--- config.mk ---
export PLATFORM = sky130hd
export DESIGN_NAME = reg_trace_unit_flat
export DESIGN_NICKNAME = d
export VERILOG_FILES = /design/src/rtl/trace_pkg.sv /design/src/rtl/reg_trace_unit_if.sv /design/src/rtl/trace_fifo.sv /design/src/rtl/reg_trace_unit.sv /design/src/flat_wrapper.sv
export SDC_FILE = /design/constraint.sdc
export NUM_CORES = 1
export LEC_CHECK = 0
export BUFFER_PORTS_ARGS = -buffer_cell sky130_fd_sc_hd__buf_2
export CAP_MARGIN = 20
export CORE_MARGIN = 2
export CORE_UTILIZATION = 25
export CTS_CLUSTER_DIAMETER = 40
export CTS_CLUSTER_SIZE = 40
export DETAILED_ROUTE_END_ITERATION = 16
export GPL_ROUTABILITY_DRIVEN = 0
export PLACE_DENSITY = 0.47
export REMOVE_ABC_BUFFERS = 1
export SLEW_MARGIN = 0
export SYNTH_ARGS = -nofsm -noshare
export SYNTH_HDL_FRONTEND = slang
export SYNTH_HIERARCHICAL = 1
export SYNTH_SLANG_ARGS = --single-unit
--- constraint.sdc ---
create_clock -name clk -period 4.8 [get_ports clk]
set_clock_uncertainty 0.2 [all_clocks]
set_input_delay 0.96 -clock clk [delete_from_list [all_inputs] [get_ports clk]]
set_output_delay 0.96 -clock clk [all_outputs]
set_load 0.02 [all_outputs]
--- src/rtl/trace_pkg.sv ---
// trace_pkg: default geometry and entry layout helpers for the register-write tracer
package trace_pkg;
  localparam int DATA_W_DEF = 32;
  localparam int RADDR_W_DEF = 5;
  localparam int TS_W_DEF = 16;
  localparam int DEPTH_DEF = 16;
  localparam bit LOG_ALL = 1'b0;
  localparam bit LOG_CHANGE = 1'b1;
  function automatic int entry_w(input int ts_w, input int raddr_w, input int data_w);
    return 1 + ts_w + raddr_w + data_w;
  endfunction
  function automatic int lost_pos(input int ts_w, input int raddr_w, input int data_w);
    return ts_w + raddr_w + data_w;
  endfunction
endpackage

--- src/rtl/reg_trace_unit_if.sv ---
// reg_trace_unit_if: regfile write tap plus trace stream bundle
interface reg_trace_unit_if import trace_pkg::*; #(
  parameter int DATA_W = DATA_W_DEF,
  parameter int RADDR_W = RADDR_W_DEF,
  parameter int TS_W = TS_W_DEF,
  parameter int DEPTH = DEPTH_DEF
) ();
  logic rf_we;
  logic [RADDR_W-1:0] rf_waddr;
  logic [DATA_W-1:0] rf_wdata;
  logic trace_en;
  logic [2**RADDR_W-1:0] watch_mask;
  logic trace_valid;
  logic trace_ready;
  logic [entry_w(TS_W, RADDR_W, DATA_W)-1:0] trace_data;
  logic [$clog2(DEPTH):0] fifo_level;
  logic [15:0] drop_cnt;
  logic overflow;
  modport master (
    output rf_we, rf_waddr, rf_wdata, trace_en, watch_mask, trace_ready,
    input trace_valid, trace_data, fifo_level, drop_cnt, overflow
  );
  modport slave (
    input rf_we, rf_waddr, rf_wdata, trace_en, watch_mask, trace_ready,
    output trace_valid, trace_data, fifo_level, drop_cnt, overflow
  );
endinterface

--- src/rtl/trace_fifo.sv ---
// trace_fifo: synchronous show-ahead FIFO; pointers carry an extra wrap bit
module trace_fifo #(
  parameter int WIDTH = 8,
  parameter int DEPTH = 16
) (
  input  logic clk,
  input  logic rst,
  input  logic push,
  input  logic pop,
  input  logic [WIDTH-1:0] din,
  output logic [WIDTH-1:0] dout,
  output logic empty,
  output logic full,
  output logic [$clog2(DEPTH):0] level
);
  localparam int AW = $clog2(DEPTH);
  logic [AW:0] wr_q, wr_d, rd_q, rd_d;
  logic [WIDTH-1:0] mem_q [DEPTH];
  always_comb begin
    wr_d = push ? wr_q + 1'b1 : wr_q;
    rd_d = pop ? rd_q + 1'b1 : rd_q;
  end
  always_ff @(posedge clk) begin
    if (rst) begin
      wr_q <= '0;
      rd_q <= '0;
    end else begin
      wr_q <= wr_d;
      rd_q <= rd_d;
    end
  end
  always_ff @(posedge clk) begin
    if (push && !rst) mem_q[wr_q[AW-1:0]] <= din;
  end
  assign empty = wr_q == rd_q;
  assign full = (wr_q[AW] != rd_q[AW]) && (wr_q[AW-1:0] == rd_q[AW-1:0]);
  assign level = wr_q - rd_q;
  // zero while empty so the stream never shows stale or uninitialised slots
  assign dout = empty ? '0 : mem_q[rd_q[AW-1:0]];
endmodule

--- src/rtl/reg_trace_unit.sv ---
// reg_trace_unit: captures timestamped regfile writes to watched registers and streams them out
module reg_trace_unit import trace_pkg::*; #(
  parameter int DATA_W = DATA_W_DEF,
  parameter int RADDR_W = RADDR_W_DEF,
  parameter int TS_W = TS_W_DEF,
  parameter int DEPTH = DEPTH_DEF,
  parameter bit CHANGE_ONLY = LOG_ALL
) (
  input logic clk,
  input logic rst,
  reg_trace_unit_if.slave bus
);
  localparam int EW = entry_w(TS_W, RADDR_W, DATA_W);
  localparam int LP = lost_pos(TS_W, RADDR_W, DATA_W);
  localparam int NR = 2**RADDR_W;
  logic [TS_W-1:0] ts_q, ts_d;
  logic [DATA_W-1:0] shadow_q [NR];
  logic [DATA_W-1:0] shadow_d [NR];
  logic [15:0] drop_cnt_q, drop_cnt_d;
  logic overflow_q, overflow_d, lost_pend_q, lost_pend_d;
  logic wr_nz, qual, pop, push_ok, drop, full, empty;
  logic [EW-1:0] entry;
  always_comb begin
    wr_nz = bus.rf_we && (bus.rf_waddr != '0);
    qual = wr_nz && bus.trace_en && bus.watch_mask[bus.rf_waddr] &&
           (CHANGE_ONLY != LOG_CHANGE || bus.rf_wdata != shadow_q[bus.rf_waddr]);
    pop = !empty && bus.trace_ready;
    push_ok = qual && (!full || pop);
    drop = qual && full && !pop;
    ts_d = ts_q + 1'b1;
    shadow_d = shadow_q;
    if (wr_nz) shadow_d[bus.rf_waddr] = bus.rf_wdata;
    drop_cnt_d = (drop && drop_cnt_q != 16'hFFFF) ? drop_cnt_q + 16'd1 : drop_cnt_q;
    overflow_d = overflow_q || drop;
    lost_pend_d = drop ? 1'b1 : push_ok ? 1'b0 : lost_pend_q;
    entry = EW'({ts_q, bus.rf_waddr, bus.rf_wdata});
    entry[LP] = lost_pend_q;
  end
  always_ff @(posedge clk) begin
    if (rst) begin
      ts_q <= '0;
      shadow_q <= '{default: '0};
      drop_cnt_q <= '0;
      overflow_q <= 1'b0;
      lost_pend_q <= 1'b0;
    end else begin
      ts_q <= ts_d;
      shadow_q <= shadow_d;
      drop_cnt_q <= drop_cnt_d;
      overflow_q <= overflow_d;
      lost_pend_q <= lost_pend_d;
    end
  end
  trace_fifo #(.WIDTH(EW), .DEPTH(DEPTH)) u_fifo (
    .clk(clk),
    .rst(rst),
    .push(push_ok),
    .pop(pop),
    .din(entry),
    .dout(bus.trace_data),
    .empty(empty),
    .full(full),
    .level(bus.fifo_level)
  );
  assign bus.trace_valid = !empty;
  assign bus.drop_cnt = drop_cnt_q;
  assign bus.overflow = overflow_q;
endmodule

--- src/flat_wrapper.sv ---
// flat-port wrapper written by rule: the top's interface ports become plain ports
module reg_trace_unit_flat import trace_pkg::*;
#(
  parameter int DATA_W = DATA_W_DEF,
  parameter int RADDR_W = RADDR_W_DEF,
  parameter int TS_W = TS_W_DEF,
  parameter int DEPTH = DEPTH_DEF,
  parameter bit CHANGE_ONLY = LOG_ALL
)
  (clk, rst, bus_rf_we, bus_rf_waddr, bus_rf_wdata, bus_trace_en, bus_watch_mask, bus_trace_ready, bus_trace_valid, bus_trace_data, bus_fifo_level, bus_drop_cnt, bus_overflow);
  reg_trace_unit_if #(.DATA_W(DATA_W), .RADDR_W(RADDR_W), .TS_W(TS_W), .DEPTH(DEPTH)) bus_i ();
  input logic clk;
  input logic rst;
  input wire logic [$bits(bus_i.rf_we)-1:0] bus_rf_we;
  input wire logic [$bits(bus_i.rf_waddr)-1:0] bus_rf_waddr;
  input wire logic [$bits(bus_i.rf_wdata)-1:0] bus_rf_wdata;
  input wire logic [$bits(bus_i.trace_en)-1:0] bus_trace_en;
  input wire logic [$bits(bus_i.watch_mask)-1:0] bus_watch_mask;
  input wire logic [$bits(bus_i.trace_ready)-1:0] bus_trace_ready;
  output wire logic [$bits(bus_i.trace_valid)-1:0] bus_trace_valid;
  output wire logic [$bits(bus_i.trace_data)-1:0] bus_trace_data;
  output wire logic [$bits(bus_i.fifo_level)-1:0] bus_fifo_level;
  output wire logic [$bits(bus_i.drop_cnt)-1:0] bus_drop_cnt;
  output wire logic [$bits(bus_i.overflow)-1:0] bus_overflow;
  assign bus_i.rf_we = bus_rf_we;
  assign bus_i.rf_waddr = bus_rf_waddr;
  assign bus_i.rf_wdata = bus_rf_wdata;
  assign bus_i.trace_en = bus_trace_en;
  assign bus_i.watch_mask = bus_watch_mask;
  assign bus_i.trace_ready = bus_trace_ready;
  assign bus_trace_valid = bus_i.trace_valid;
  assign bus_trace_data = bus_i.trace_data;
  assign bus_fifo_level = bus_i.fifo_level;
  assign bus_drop_cnt = bus_i.drop_cnt;
  assign bus_overflow = bus_i.overflow;
  reg_trace_unit #(.DATA_W(DATA_W), .RADDR_W(RADDR_W), .TS_W(TS_W), .DEPTH(DEPTH), .CHANGE_ONLY(CHANGE_ONLY)) u_core (.clk(clk), .rst(rst), .bus(bus_i));
endmodule
Word-level counts from Yosys, hierarchy flattened

Memory sizes are Yosys's and may differ from the RTL's. A register that Yosys moved wholly into a read port is not among the register bits.
Cells that the tools add are included.

Register bits: 44
Memory bits (writable): 864
Memories: 1

Add/subtract/negate cells: 5
$lt $le $gt $ge: 1
Eq/ne operators: 4
Multiplexer cells: 9
Reduce and logical (&&, ||, !) cells: 18

Memories:

| memory              | words | bits a word | rd ports | clocked after Yosys merged registers in | wr ports | line             | source |
|---|---|---|---|---|---|---|---|
| u_core.u_fifo.mem_q | 16    | 54          | 1        | 1                                       | 1        | trace_fifo.sv:18 | `logic [WIDTH-1:0] mem_q [DEPTH];` |

Operators with widths:

| operator                                                              | number |
|---|---|
| 54-bit two-way mux                                                    | 1 |
| 16-bit by 1-bit adder with 16-bit output (second input constant)      | 2 |
| 16-bit != test (second input constant)                                | 1 |
| 5-bit by 1-bit adder with 5-bit output (second input constant)        | 2 |
| 1-bit logical AND                                                     | 10 |
| 4-bit two-way mux                                                     | 2 |
| 5-bit by 6-bit < comparator with 1-bit output (second input constant) | 1 |
| 1-bit binary-select mux with 5-bit select                             | 1 |
| 5-bit equality test                                                   | 1 |
| 1-bit two-way mux                                                     | 5 |
| 5-bit nonzero test                                                    | 1 |
| 5-bit subtractor                                                      | 1 |
| 4-bit equality test                                                   | 1 |
| 1-bit zero test                                                       | 4 |
| 1-bit logical OR                                                      | 2 |
| 2-bit nonzero test                                                    | 1 |
| 1-bit != test                                                         | 1 |

Logic depth before layout (Yosys ltp)

Gate-level depths: netlist of run 1.

Word-level depth: 8
Mapped depth: 13
Depth with buffers taken out: 10

By module

The synthesis of run 1 kept the hierarchy.

By module, submodules not included:

| module         | times used | cells an instance | area each (µm²) | sequential area each (µm²) |
|---|---|---|---|---|
| trace_fifo     | 1          | 1436              | 33668.5         | 26225.2 |
| reg_trace_unit | 1          | 215               | 1890.6          | 680.7 |

Least setup slack after synthesis of run 1

Ideal clock, no wire load.

Path kind: input to register
From: input bus_rf_waddr[0]
To: memory u_core/u_fifo/mem_q[0][0] (netlist name) (enable)
Library setup time: 0.417 ns
Arrival: 3.942 ns
Data required time: 4.183 ns
Slack: 0.241 ns
Cell stages on the path: 10
Cell sequence: buf_6 -> mux4_2 -> a22oi_2 -> a311oi_2 -> o21ai_0 -> a21oi_1 -> clkbuf_1 -> nand2b_1 -> nor3_1 -> and2_1

Word-level cells in the longest chain between the ends: 8
Elaborated cells on any way between the ends: 10
Classes of those cells: mux (4); reduce/logical (6)

Ends and longest elaborated chain:

| item                                                                              | line                 | source |
|---|---|---|
| start: declaration                                                                | flat_wrapper.sv:15   | `input wire logic [$bits(bus_i.rf_waddr)-1:0] bus_rf_waddr;` |
| branches (longest 3 deep; another with 1-bit binary-select mux with 5-bit select) | -                    |  |
| 1-bit logical AND (*)                                                             | reg_trace_unit.sv:25 | `qual = wr_nz && bus.trace_en && bus.watch_mask[bus.rf_waddr] &&` |
| 1-bit logical AND (*)                                                             | reg_trace_unit.sv:28 | `push_ok = qual && (!full \|\| pop);` |
| net u_core.push_ok                                                                | reg_trace_unit.sv:21 | `logic wr_nz, qual, pop, push_ok, drop, full, empty;` |
| 1-bit logical AND (*)                                                             | trace_fifo.sv:33     | `if (push && !rst) mem_q[wr_q[AW-1:0]] <= din;` |
| 1-bit two-way mux (*)                                                             | trace_fifo.sv:33     |  |
| 1-bit two-way mux (not written as such) (*)                                       | trace_fifo.sv:33     |  |
| end: declaration                                                                  | trace_fifo.sv:18     |  |

Mark *: on every way through the listed nets, which the timed path passes. The select of a mux whose other input is x is not followed.

==> results of run 1 <==
[worst max path at each step]
stage / to / depth (start not counted)
2_1_floorplan: bus_trace_data[10] / 4
3_3_place_gp: u_core/u_fifo/mem_q[13][24] / 10
3_5_place_dp: u_core/u_fifo/mem_q[3][19] / 10
4_1_cts: bus_trace_data[46] / 5
5_1_grt: bus_trace_data[46] / 5
6_report: bus_trace_data[46] / 5
[cell type report]
cell class                      count  area (um^2)
Clock buffer                      127         3000
Clock inverter                     91         1080
Fill cell                       13600        98100
Inverter                           14         52.6
Multi-Input combinational cell    635         8160
Sequential cell                   912        26900
Tap cell                         1890         2360
Timing Repair Buffer              219         1770
[synth_stat cells, types with 3 or more instances]
master | count | area, um^2
edfxtp_1 | 864 | 25900
mux4_2 | 218 | 4910
nor2b_1 | 59 | 369
dfxtp_1 | 48 | 961
a211oi_1 | 40 | 300
mux2_2 | 38 | 428
clkbuf_1 | 35 | 131
a221o_1 | 34 | 340
nor2_1 | 33 | 124
buf_2 | 28 | 140
a21oi_1 | 24 | 120
mux2i_1 | 22 | 220
nand2_1 | 21 | 78.8
and2_1 | 18 | 113
inv_1 | 14 | 52.6
nand4_1 | 13 | 81.3
xor2_1 | 13 | 114
buf_4 | 11 | 82.6
ha_1 | 11 | 138
o31ai_1 | 10 | 75.1
or4_1 | 10 | 75.1
o21ai_0 | 9 | 45.0
xnor2_1 | 9 | 78.8
or3_1 | 8 | 50.1
buf_1 | 7 | 26.3
nand3_1 | 7 | 35.0
nor3_1 | 5 | 25.0
and3_1 | 4 | 25.0
buf_12 | 4 | 80.1
buf_6 | 4 | 45.0
mux4_1 | 4 | 105
nand2b_1 | 3 | 18.8
[stage by stage]
step | setup slack (ps) | TNS (ps)
after floorplan | -3970 | -198790
after global placement | 344 | 0
after detailed placement | 337 | 0
after CTS | 102 | 0
after global routing | 65.3 | 0
final | 274 | 0
[registers in the layout, summed over array words and instances, names as in the netlist, named ones only]
name,cells
u_core/lost_pend_q,1
u_core/u_fifo/rd_q,5
u_core/bus.overflow,1
u_core/bus.drop_cnt,16
u_core/u_fifo/mem_q,864
u_core/u_fifo/wr_q,5
u_core/ts_q,16
[power breakdown]
part           internal, W  total, W  switching [W]
sequential         0.00869   0.00874      0.0000457
combinational     0.000524   0.00125       0.000731
clock              0.00537   0.00895        0.00358
[cell families (layout without fill, tap and decap cells)]
logic type                 Yosys count  after routing  share of synthesized area, %
DFF                                912            912                          75.7
and+or+nand+nor                    189            189                          2.99
adders and majority gates           12             12                         0.443
AOI/OAI and AO/OA                  128            128                          2.76
xor gates and xnor gates            22             22                         0.542
buffers and inverters              104            451                          1.61
muxes                              284            284                          16.0
[worst max-delay path, cell delays in order (launching register included)]
cell and delay [ps]:
dfxtp_4 740, buf_12 310, mux4_2 530, a211oi_1 630
a211oi_1 200, buf_2 220
[per-layer routing]
metal | GRT usage, % | part of all wire, % | routed length, um | vias up
met4 | 3.51 | 2.6 | 2320 | 0
li1 | - | - | - | 7484
met3 | 2.57 | 4.3 | 3820 | 158
met5 | 0 | 0 | 0 | -
met2 | 20.4 | 50 | 44300 | 398
met1 | 16.0 | 44 | 38900 | 9219
[timing repair]
action                                  4_1_cts  5_1_grt
hold endpoints to repair                      0        0
hold buffers                                  0        0
endpoints found under the setup margin        6        0
buffers inserted                              2        0
==> summary.txt, run 1 <==
Clocking
  • CTS sink cnt: 912
  • CTS Buf Count: 114
  • Worst-path clk slew: 60 ps
  • Post-CTS sizing: 0
  • CTS H-tree lvls: 3
  • Clock Latency Late Sink: 700 ps
  • Root Driver: clkbuf_16
  • TritonCTS clock tree: yes
  • Clock buffer depth: 3

Final layout
  • Most frequent cells in the layout: 864 x edfxtp_1, 218 x mux4_2, 150 x buf_2
  • Fin area: 0.0433 mm^2
  • P&R area growth vs syn: 21.9%
  • Cell Count, Final, Fillers Out: 3,888
  • Layout Utilization: 30.7%
  • Most common cell after layout, fill and taps aside: edfxtp_1
  • Number of antenna diodes: 0
  • Layout cells sized above 1: 35.5%
  • Fin nets: 1,982

Synthesis
  • Synth Cell Area: 0.0356 mm^2
  • Ys async rst share: 0%
  • #FFs+latches synth: 912
  • Cells after synthesis: 1,651
  • Post-synth EDFFs: 864
  • Library cells used by synthesis: 49
  • Post-Syn Area per Cell: 21.5 um^2
  • Sequential share of the synthesized area: 75.7%
  • Top_reg_cell synth: edfxtp_1
  • Yosys warns: 6

Place
  • PortBufs: 150
  • Hpwl dp: 54,100 um
  • DP Area: 0.0392 mm^2
  • Placed cells: 3,668

Worst hold path
  • WHS Endpoint: u_core/bus.overflow
  • Hold Path Depth: 2
  • Hold Crit Start: u_core/bus.overflow
  • Worst min path class: reg2reg

Die
  • I/O Pins: 151
  • CORE AREA: 0.141 mm^2
  • Die Wd: 381 um
  • DIE AREA: 0.145 mm^2
  • Starting Density: 25.1%
  • Row cnt: 138
  • DIE HEIGHT: 381 um

Setup path
  • Critical path endpoint category: output port
  • Worst Reg-to-Reg Cells: 12
  • Startpoint types: flop
  • Crit path DAT: 3370 ps
  • R2R setup slack: 1020 ps
  • RR Endpoint: u_core/u_fifo/mem_q[3][19]
  • CP Class: reg2out
  • Critical path data required time: 3640 ps
  • Crit Path Max Fanout: 25
  • RR Startpoint: u_core/u_fifo/wr_q[0]

STA
  • Max Clk Rate: 221 MHz
  • Max Slew Vio Count: 0
  • Worst slew pin tran: 858 ps
  • Headroom to the max-slew limit: 42.7%
  • # setup viols final: 0
  • Final Hold Viols: 0
  • Final period util: 94.3%
  • RSZ-0062 raised after global routing: no
  • Post-layout min period: 4530 ps
  • Worst hold margin: 247 ps

Global routing
  • Vias in the first global route: 18,200
  • Overall Global Routing Usage: 12.2%
  • Initial antenna violation count: 6
  • Global-route wire length before repair: 130,000 um
  • Largest net degree at the start of global routing: 63
  • Grt ovf: 0

Drt
  • Via count: 17,300
  • Antenna viol nets, final: 0
  • Drt via density: 4.44
  • Final wirelength: 89,400 um
  • Wirelength per Cell: 23.0 um
  • DR DRC count: 0
  • First-pass iteration count of the detailed router: 4
  • Initial DRC Count: 1,297

Pwr
  • P_leak: 13.5 nW
  • Pwr Total: 0.0189 W
  • PD cells: 437 mW/mm^2
  • Max IR drop VDD: 0.000277 V

Run status
  • Outcome: finished, final reports clean

Flow run
  • Max-Cap Viols: 0
Note: power is estimated with default switching activity, not from simulation.
==> run 2: changes to the inputs <==
--- a/config.mk
+++ b/config.mk
@@ -13,7 +13,6 @@
 export CTS_CLUSTER_SIZE = 40
 export DETAILED_ROUTE_END_ITERATION = 16
 export GPL_ROUTABILITY_DRIVEN = 0
-export PLACE_DENSITY = 0.47
 export REMOVE_ABC_BUFFERS = 1
 export SLEW_MARGIN = 0
 export SYNTH_ARGS = -nofsm -noshare
==> run 2 against run 1 <==
Clock-buffer cell count fell by 8. Global-route usage down 0.70 points. Hold slack about the same. First-iteration DRC count up 16%. Cell count decreased by 0.18%. Combinational power about the same. Setup slack better by 13 ps. Critical endpoint is now bus_trace_data[50]. Critical path type unchanged. Final area down 0.51%. Routed wire length is 5.0% lower.
==> summary.txt, run 2 (synthesis results as in run 1) <==
Drt
  • Initial DRC Count: 1,499 (was 1,297)
  • First-pass iteration count of the detailed router: 5 (was 4)
  • Final wirelength: 84,900 um (was 89,400 um)
  • Drt via density: 4.49 (was 4.44)
  • Via count: 17,400 (was 17,300)
  • Antenna viol nets, final: 0 (unchanged)
  • Wirelength per Cell: 21.9 um (was 23.0 um)
  • DR DRC count: 0 (unchanged)

Setup path
  • Crit path DAT: 3350 ps (was 3370 ps)
  • Worst Reg-to-Reg Cells: 11 (was 12)
  • RR Startpoint: u_core/u_fifo/wr_q[3] (was u_core/u_fifo/wr_q[0])
  • CP Class: reg2out (unchanged)
  • R2R setup slack: 940 ps (was 1020 ps)
  • Startpoint types: flop (unchanged)
  • Critical path endpoint category: output port (unchanged)
  • RR Endpoint: u_core/u_fifo/mem_q[2][51] (was u_core/u_fifo/mem_q[3][19])
  • Critical path data required time: 3640 ps (about the same)
  • Crit Path Max Fanout: 26 (was 25)

Pwr
  • PD cells: 426 mW/mm^2 (was 437 mW/mm^2)
  • Pwr Total: 0.0184 W (was 0.0189 W)
  • P_leak: 13.3 nW (was 13.5 nW)
  • Max IR drop VDD: 0.000308 V (was 0.000277 V)

Final layout
  • P&R area growth vs syn: 21.3% (was 21.9%)
  • Most frequent cells in the layout: 864 x edfxtp_1, 218 x mux4_2, 150 x buf_2 (unchanged)
  • Footprint of the multi-input gates: 0.00816 mm^2 (unchanged)
  • FILL cells: 13,500 (was 13,600)
  • Most common cell after layout, fill and taps aside: edfxtp_1 (unchanged)
  • Fin nets: 1,984 (was 1,982)
  • Fin area: 0.0431 mm^2 (was 0.0433 mm^2)
  • Max reg flops: 864 (unchanged)
  • Cell Count, Final, Fillers Out: 3,881 (was 3,888)
  • Layout cells sized above 1: 35.0% (was 35.5%)
  • FF/Latch Area: 0.0269 mm^2 (unchanged)

STA
  • RSZ-0062 raised after global routing: no (unchanged)
  • # setup viols final: 0 (unchanged)
  • Worst slew pin tran: 913 ps (was 858 ps)
  • Post-layout min period: 4510 ps (was 4530 ps)
  • Headroom to the max-slew limit: 39.1% (was 42.7%)
  • Max Slew Vio Count: 0 (unchanged)
  • Max Clk Rate: 222 MHz (was 221 MHz)
  • Final Hold Viols: 0 (unchanged)
  • Final period util: 94.0% (was 94.3%)

Die
  • Row cnt: 138 (unchanged)
  • DIE HEIGHT: 381 um (unchanged)
  • Die Wd: 381 um (unchanged)
  • Starting Density: 25.1% (unchanged)
  • I/O Pins: 151 (unchanged)
  • DIE AREA: 0.145 mm^2 (unchanged)
  • CORE AREA: 0.141 mm^2 (unchanged)

Global routing
  • Overall Global Routing Usage: 11.5% (was 12.2%)
  • Largest net degree at the start of global routing: 52 (was 63)
  • Grt ovf: 0 (unchanged)
  • Vias in the first global route: 18,000 (was 18,200)
  • Initial antenna violation count: 10 (was 6)
  • Global-route wire length before repair: 124,000 um (was 130,000 um)

Place
  • Hpwl dp: 53,500 um (was 54,100 um)
  • Placed cells: 3,675 (was 3,668)
  • PortBufs: 150 (unchanged)
  • DP Area: 0.0393 mm^2 (was 0.0392 mm^2)

Clocking
  • Root Driver: clkbuf_16 (unchanged)
  • Clock buffer depth: 3 (unchanged)
  • CTS Buf Count: 109 (was 114)
  • CTS sink cnt: 912 (unchanged)
  • Clock Latency Late Sink: 670 ps (was 700 ps)
  • Cts hold-fix bufs: 0 (unchanged)
  • CTS H-tree lvls: 3 (unchanged)
  • TritonCTS clock tree: yes (unchanged)
  • Worst-path clk slew: 60 ps (about the same)

Worst hold path
  • Worst min path class: reg2reg (unchanged)
  • Hold Crit Start: u_core/bus.overflow (unchanged)
  • WHS Endpoint: u_core/bus.overflow (unchanged)
  • Hold Path Depth: 2 (unchanged)

Run status
  • Outcome: finished, final reports clean (unchanged)

Flow run
  • Max-Cap Viols: 0 (unchanged)
-- run 2: changes by cell type in the layout (fill, tap and decap cells not counted), moves of 2 or more --
cell / previous run / this run
clkinv_2: 20 / 7
clkbuf_16: 118 / 109
inv_6: 14 / 19
buf_4: 29 / 33
bufinv_16: 14 / 10
inv_8: 6 / 10
buf_12: 40 / 43
clkbuf_1: 8 / 10
clkinv_8: 6 / 4
diode_2: 0 / 2
-- run 2: report_power, final --
group          switching [W]  internal (W)
Clock                0.00351       0.00486
Combinational       0.000740      0.000520
Sequential         0.0000514       0.00869
Total                0.00430        0.0141
-- run 2: layer usage --
metal,share of wire [%],global-route usage [%]
met3,5.7,2.30
met1,44,15.7
met4,1.9,2.91
met2,49,18.8
met5,0.040,0
-- run 2: worst max path at each step --
stage                                from                          to  cells past startpoint
floorplan                            flop          bus_trace_data[10]                      4
global placement          bus_rf_waddr[2]  u_core/u_fifo/mem_q[5][42]                     10
detailed placement        bus_rf_waddr[1]  u_core/u_fifo/mem_q[5][43]                     10
CTS                 u_core/u_fifo/wr_q[0]          bus_trace_data[50]                      8
global route                         flop          bus_trace_data[10]                      6
finish              u_core/u_fifo/wr_q[0]          bus_trace_data[50]                      8
-- run 2: through the flow --
stage / util [%] / worst slack (ps) / setup TNS, ps / hold WS [ps]
after floorplan: - / -3970 / -198790 / 298
after global placement: 27.8 / 399 / 0 / 234
after detailed placement: 27.8 / 289 / 0 / 236
after CTS: 30.5 / 47.3 / 0 / 249
after global routing: 30.5 / 65.8 / 0 / 288
final: 30.5 / 287 / 0 / 248
-- run 2: timing repair --
item,CTS,global route
setup endpoints to repair,0,1
hold endpoints to repair,0,0
setup buffers,0,2
resized for setup,0,0
-- run 2: area by class of cell --
type	count	area share [%]
clock inverters	83	2.32
multi-input cells	635	18.9
repair buffers	226	4.31
clock buffers	119	6.41
well taps	1890	5.48
inverters	14	0.122
flip-flops and latches	912	62.4
diodes	2	0.0116
-- run 2: critical path, cell delays in order (launching register included) --
cell     delay [ps]
dfxtp_1         420
inv_1           130
ha_1            320
nand4_1         250
o21ai_4         550
buf_12          290
nor2b_1         100
a221o_1         390
buf_2           210
